File: config.mk
export PLATFORM = sky130hd
export DESIGN_NAME = vector_pattern_seq
export DESIGN_NICKNAME = d
export VERILOG_FILES = /design/src/rtl/vector_pattern_seq.sv
export SDC_FILE = /design/constraint.sdc
export NUM_CORES = 1
export LEC_CHECK = 0
export BUFFER_PORTS_ARGS = -buffer_cell sky130_fd_sc_hd__buf_4
export CORE_ASPECT_RATIO = 2
export CORE_MARGIN = 8
export CORE_UTILIZATION = 55
export DETAILED_ROUTE_END_ITERATION = 10
export GPL_ROUTABILITY_DRIVEN = 0
export PLACE_DENSITY = 0.84
export RECOVER_POWER = 100
export SLEW_MARGIN = 30
export SYNTH_ARGS = -nofsm -noshare
export SYNTH_HDL_FRONTEND = slang
export SYNTH_SLANG_ARGS = --single-unit
File: constraint.sdc
create_clock -name clk -period 3.85 [get_ports clk]
set_input_delay 0.1925 -clock clk [delete_from_list [all_inputs] [get_ports clk]]
set_output_delay 0.1925 -clock clk [all_outputs]
set_load 0.02 [all_outputs]
File: src/rtl/vector_pattern_seq.sv
// Vector pattern sequencer: plays back a loadable vertex list as jump/draw commands to the line drawer.
// Latency: start sampled at edge k -> first jump pulse after edge k+2; then one command every 2 cycles at best.
// Backpressure: holds in ISSUE while ready is low, with no timeout; stop takes effect at the end of the current frame.
// Optional macro PATSEQ_FRAME_CNT_EN adds a 16-bit wrapping frame_cnt output.
module vector_pattern_seq #(
  parameter int COORD_W = 12,
  parameter int DEPTH   = 16,
  parameter int AW      = $clog2(DEPTH)
) (
  input  logic               clk,
  input  logic               reset,
  input  logic               wr_en,
  input  logic [AW-1:0]      wr_addr,
  input  logic [COORD_W-1:0] wr_x,
  input  logic [COORD_W-1:0] wr_y,
  input  logic               wr_jump,
  input  logic               start,
  input  logic               stop,
  input  logic               loop,
  input  logic [AW:0]        len,
  input  logic [COORD_W-1:0] x_off,
  input  logic [COORD_W-1:0] y_off,
  input  logic               ready,
  output logic [COORD_W-1:0] x,
  output logic [COORD_W-1:0] y,
  output logic               draw,
  output logic               jump,
  output logic               busy,
  output logic               done
`ifdef PATSEQ_FRAME_CNT_EN
  ,
  output logic [15:0]        frame_cnt
`endif
);

  localparam int ENT_W = 2 * COORD_W + 1;
  localparam logic [AW:0]   DEPTH_L = (AW+1)'(DEPTH);
  localparam logic [AW:0]   LEN_ONE = (AW+1)'(1);
  localparam logic [AW-1:0] IDX_ONE = AW'(1);

  typedef enum logic [1:0] {IDLE, FETCH, ISSUE} state_t;

  state_t             state;
  state_t             state_nx;
  logic [AW-1:0]      index;
  logic [AW:0]        eff_len;
  logic               stop_req;

  // Entry layout: {jump flag, x, y}
  logic [ENT_W-1:0]   mem [DEPTH];
  logic [ENT_W-1:0]   rd_q;

  logic               start_ok;
  logic               issue;
  logic               last;
  logic               frame_end;
  logic               finish;
  logic [COORD_W-1:0] sat_x;
  logic [COORD_W-1:0] sat_y;

  // Add with clamp to full scale so offset patterns pin to the screen edge instead of wrapping.
  function automatic logic [COORD_W-1:0] sat_add(input logic [COORD_W-1:0] a,
                                                 input logic [COORD_W-1:0] b);
    logic [COORD_W:0] s;
    s = {1'b0, a} + {1'b0, b};
    return s[COORD_W] ? {COORD_W{1'b1}} : s[COORD_W-1:0];
  endfunction

  assign busy = (state != IDLE);

  // Entry RAM: write any time; read latched only in FETCH so a stalled ISSUE keeps its entry stable.
  always_ff @(posedge clk) begin
    if (wr_en)
      mem[wr_addr] <= {wr_jump, wr_x, wr_y};
    if (state == FETCH)
      rd_q <= mem[index];
  end

  // Next-state and per-cycle decisions for the playback walk.
  always_comb begin
    state_nx  = state;
    start_ok  = (state == IDLE) && start && (len != '0);
    issue     = (state == ISSUE) && ready;
    last      = ({1'b0, index} == (eff_len - LEN_ONE));
    frame_end = issue && last;
    finish    = frame_end && !(loop && !(stop_req || stop));
    sat_x     = sat_add(rd_q[2*COORD_W-1:COORD_W], x_off);
    sat_y     = sat_add(rd_q[COORD_W-1:0], y_off);
    case (state)
      IDLE:    if (start_ok) state_nx = FETCH;
      FETCH:   state_nx = ISSUE;
      ISSUE:   if (issue) state_nx = finish ? IDLE : FETCH;
      default: state_nx = IDLE;
    endcase
  end

  // State register.
  always_ff @(posedge clk or posedge reset) begin
    if (reset)
      state <= IDLE;
    else
      state <= state_nx;
  end

  // Index, frame length, stop request and registered command outputs.
  always_ff @(posedge clk or posedge reset) begin
    if (reset) begin
      index    <= '0;
      eff_len  <= '0;
      stop_req <= 1'b0;
      x        <= '0;
      y        <= '0;
      draw     <= 1'b0;
      jump     <= 1'b0;
      done     <= 1'b0;
    end else begin
      draw <= 1'b0;
      jump <= 1'b0;
      done <= 1'b0;
      if (start_ok) begin
        index   <= '0;
        eff_len <= (len > DEPTH_L) ? DEPTH_L : len;
      end
      if (state != IDLE)
        stop_req <= stop_req | stop;
      if (issue) begin
        x <= sat_x;
        y <= sat_y;
        // The first vertex of every frame is a move, whatever its stored flag says.
        if ((index == '0) || rd_q[ENT_W-1])
          jump <= 1'b1;
        else
          draw <= 1'b1;
        if (last) begin
          index <= '0;
          if (finish) begin
            done     <= 1'b1;
            stop_req <= 1'b0;
          end
        end else begin
          index <= index + IDX_ONE;
        end
      end
    end
  end

`ifdef PATSEQ_FRAME_CNT_EN
  // Counts completed frames, looped or final; survives start, wraps at 16 bits.
  always_ff @(posedge clk or posedge reset) begin
    if (reset)
      frame_cnt <= '0;
    else if (frame_end)
      frame_cnt <= frame_cnt + 16'd1;
  end
`endif

endmodule

Word-level counts from Yosys, hierarchy flattened:

Memories as Yosys holds them, arrays and structs flattened. A register that Yosys moved wholly into a read port is not among the register bits.
Cells that the tools add are included.

* register bits: 39
* RAM bits: 400
* bits of input ports: 65
* output and inout port bits: 28
* logic and storage cells: 60
* memories: 1

Memory list
* mem: depth 16, width 25, read ports 1, clocked after memory_dff 1, wr ports 1, RTL line 50 `logic [ENT_W-1:0] mem [DEPTH];`

* $add $sub $neg: 4
* $lt $le $gt $ge: 1
* equal/unequal tests: 5
* muxes and demuxes: 23
* bitwise logic cells: 1
* reductions and logical operators: 16

Operators by type and width (number)
* adder 12 x 12 -> 13 bit: 2
* 2-to-1 mux 12 bit: 2
* 2-to-1 mux 1 bit: 14
* 2-to-1 mux 4 bit: 3
* logical AND 1 bit: 6
* case mux 2 bit (3 select lines): 1
* == test 4 x 5 -> 1 bit: 1
* greater-than comparator 5 bit, second input constant: 1
* 2-to-1 mux 5 bit: 1
* nonzero test 5 bit: 1
* subtractor 5 x 1 -> 5 bit, second input constant: 1
* adder 4 x 1 -> 4 bit, second input constant: 1
* zero test 4 bit: 1
* 2-to-1 mux 2 bit: 2
* inequality test 2 bit, second input constant: 2
* nonzero test 2 bit: 2
* == test 2 x 1 -> 1 bit, second input constant: 1
* == test 2 bit, second input constant: 1
* zero test 1 bit: 2
* zero test 2 bit: 1
* logical OR 1 bit: 2
* AND reduction 2 bit: 1
* OR 1 bit: 1

Logic depth before layout (Yosys ltp):

* depth in word-level cells: 8
* gate-level depth with buffers: 9
* depth with buffers taken out: 8

Worst setup path before layout:

No wires, ideal clock.

* path type: input to register
* from: in wr_addr[2]
* to: mem mem[0][0] (netlist bit) (enable)
* setup time: 0.439 ns
* arrival time: 2.442 ns
* required time: 3.411 ns
* setup slack: 0.970 ns
* cell stages on the path: 2
* path buffers: 0
* cell sequence: or3b_2 > nor3_1

RTL lines
* start: declaration: RTL line 13 `input logic [AW-1:0] wr_addr,`
* end: declaration: RTL line 50

Straight into the memory's write port.

==> impl_metrics.env <==
export IMPL_status="finished with violations"
export IMPL_violations="capacitance limit, slew limit"
export IMPL_final_cell_mix="edfxtp_1, mux4_2, clkbuf_1"
export IMPL_firstDrtPassIters=5
export IMPL_post_route_util_pct=63.1
export IMPL_layout_cells_non_filler=1487
export IMPL_grt_max_degree=40
export IMPL_core_area_um2=33400
export IMPL_fin_hold_ws_ps=47.3
export IMPL_power_uw=13600
export IMPL_grt_pass1_vias=10009
export IMPL_io_pins=93
export IMPL_seqCellArea_um2=13700
export IMPL_cap_violations=19
export IMPL_ys_async_sr_fraction_pct=8.41
export IMPL_p_per_area_nw_per_um2=644
export IMPL_yosys_warnings=0
export IMPL_drc=0
export IMPL_start_util_pct=55.3
export IMPL_fill_cells=2208
export IMPL_fin_nets=1117
export IMPL_grt_pass1_wl_mm=61.7
export IMPL_final_common_cell="edfxtp_1"
export IMPL_grt_antenna_before_repair=1
export IMPL_port_buffers=92
export IMPL_leakage_uw=0.00669
export IMPL_synth_edf_count=425
export IMPL_fp_row_count=95
export IMPL_slew_headroom_pct=-57.6
export IMPL_synthToLayoutAreaGrowth_pct=14.1
export IMPL_clk_pin_slew_ps=80
export IMPL_clkSinkCount=464
export IMPL_rsz0062_at_grt="no"
export IMPL_grt_use_total_pct=20.8
export IMPL_htree_levels=2
export IMPL_cp_end_kind="flop"
export IMPL_timing_fmax_mhz=320
export IMPL_yosysSeqAreaShare_pct=74.4
export IMPL_min_period_over_period_pct=81.3
export IMPL_viasPerCell=6.29
export IMPL_drive_gt1_share_pct=23.3
export IMPL_clockRootBuffer="clkbuf_16"
export IMPL_postRouteAntennaNets=0
export IMPL_avgSynthCellArea_um2=21.3
export IMPL_crit_chain="buf_4 > mux4_2 > mux4_2"
export IMPL_ys_types=54
export IMPL_insertion_delay_ps=540
export IMPL_drv_slew=518
export IMPL_multiInputGateArea_um2=4540
export IMPL_crit_required_ps=4120
export IMPL_cp_common_cell="mux4_2"
export IMPL_peakVddDrop_mv=0.333
export IMPL_arrival_ps=3400
export IMPL_vias=9349
export IMPL_slowest_delay_ps=1450
export IMPL_critPathMaxFanout=35
export IMPL_setup_tns_final_ps=0
export IMPL_cts_tree="done"
export IMPL_cts_inserted_buffers=37
export IMPL_die_area_um2=40100
export IMPL_drt_total_wl_mm=41.4
export IMPL_synth_seq_cells=464
export IMPL_crit_path_start_kind="flop"
export IMPL_finalSetupViolations=0
export IMPL_dp_cells=1386
export IMPL_clockBufferDepth=3
export IMPL_fin_crit_ps=3130
export IMPL_tightestPinTransition_ps=2360
export IMPL_grt_overflow_total=0
export IMPL_die_w_um=146
export IMPL_syn_nets=960
export IMPL_wl_per_cell_um=27.8
export IMPL_synth_main_ff_cell="edfxtp_1"
export IMPL_cts_repair_resized=0
export IMPL_finalClockSkew_ps=17.0
export IMPL_drt_first_iter_violations=855
export IMPL_finalHoldViolations=0
export IMPL_synthesis_instances=866
export IMPL_slowest_stage="dfrtp_1"
export IMPL_hpwl_mm=23.3
export IMPL_path_class="reg2reg"
export IMPL_hold_class="in2reg"
export IMPL_fp_dieH_um=275
export IMPL_syn_area_um2=18500
## path summary, 6_finish.rpt
path | cells past startpoint | slack, ps | startpoint | end
worst max register to register | 3 | 720 | index[1] | rd_q[8]
min in group asynchronous | 4 | 980 | reset | stop_req
worst max-delay path | 3 | 720 | index[1] | rd_q[8]
worst min register to register | 1 | 510 | x[7] | x[7]
worst min-delay path | 3 | 50 | x_off[0] | x[0]
max in group asynchronous | 4 | 1350 | reset | index[0]
## final cells by class
type / instances / share of cell area (%)
repair buffers: 153 / 4.68
well taps: 436 / 2.59
clock inverters: 24 / 1.12
clock buffers: 42 / 4.68
diodes: 1 / 0.0119
inverters: 8 / 0.142
multi-input cells: 359 / 21.6
flip-flops and latches: 464 / 65.2
## worst max-delay path: cells and delay by family, from the launching register on
family | cells | cell delay, ps
mux | 2 | 890
flops | 1 | 1450
buf+inv | 1 | 480
## registers in the layout (all words and copies together) (netlist names)
register	cells
mem	400
rd_q	25
x	12
y	12
eff_len	5
index	4
state	2
done	1
draw	1
jump	1
stop_req	1
## synthesized netlist by cell type, types with 2 or more instances
cell | count | share of area, %
edfxtp_1 | 425 | 69
mux4_2 | 125 | 15
dfrtp_1 | 39 | 5.3
nor2_1 | 31 | 0.63
ha_1 | 27 | 1.8
o22a_1 | 20 | 0.95
a21oi_1 | 17 | 0.46
o21ai_0 | 16 | 0.43
xnor2_1 | 15 | 0.71
nand2_1 | 14 | 0.28
clkbuf_1 | 12 | 0.24
buf_2 | 11 | 0.30
nor3_1 | 10 | 0.27
inv_1 | 8 | 0.16
xor2_1 | 8 | 0.38
a21o_1 | 7 | 0.28
nand2b_1 | 7 | 0.24
buf_1 | 6 | 0.12
a211oi_1 | 5 | 0.20
buf_4 | 5 | 0.20
nor3b_1 | 5 | 0.20
nand3b_1 | 4 | 0.16
o211ai_1 | 4 | 0.16
nand3_1 | 3 | 0.081
nand4_1 | 3 | 0.10
nor2b_1 | 3 | 0.10
o21bai_1 | 3 | 0.12
and2_1 | 2 | 0.068
fa_1 | 2 | 0.22
mux2_2 | 2 | 0.12
o21ai_1 | 2 | 0.054
o32a_1 | 2 | 0.11
or4_1 | 2 | 0.081
## kinds of logic (layout without fill, tap and decap cells)
family	count (synthesis)	count (layout)	synth area share [%]
flops	464	464	74.4
mux	128	128	15.4
other cells	0	1	0
buf+inv	43	227	1.09
fa+ha+maj	29	29	2.05
simple gates	90	90	2.51
compound gates	89	89	3.45
xor+xnor	23	23	1.09
## metrics by stage
step / setup slack (ps) / area (µm²)
3_5_place_dp: 1070 / 19800
3_3_place_gp: 1110 / 19800
2_1_floorplan: 970 / 18500
4_1_cts: 976 / 21400
5_1_grt: 514 / 21100
6_report: 721 / 21100
## repair_timing
item,in CTS,in global routing
hold endpoints to repair,448,0
endpoints found under the setup margin,0,0
buffers inserted,0,0
hold buffers,34,0
## layer usage
metal,share of wire (%),up-vias,global-route usage [%]
met5,0,-,0
met2,55,411,38.2
met4,3.5,0,9.64
met3,5.8,94,2.80
li1,-,3926,-
met1,36,4918,23.9
## power breakdown
part	internal [µW]	switching, µW
registers	5930	332
logic	1780	1670
clock network	2130	1740
total	9840	3740
Power figures use the tool's default switching activity.
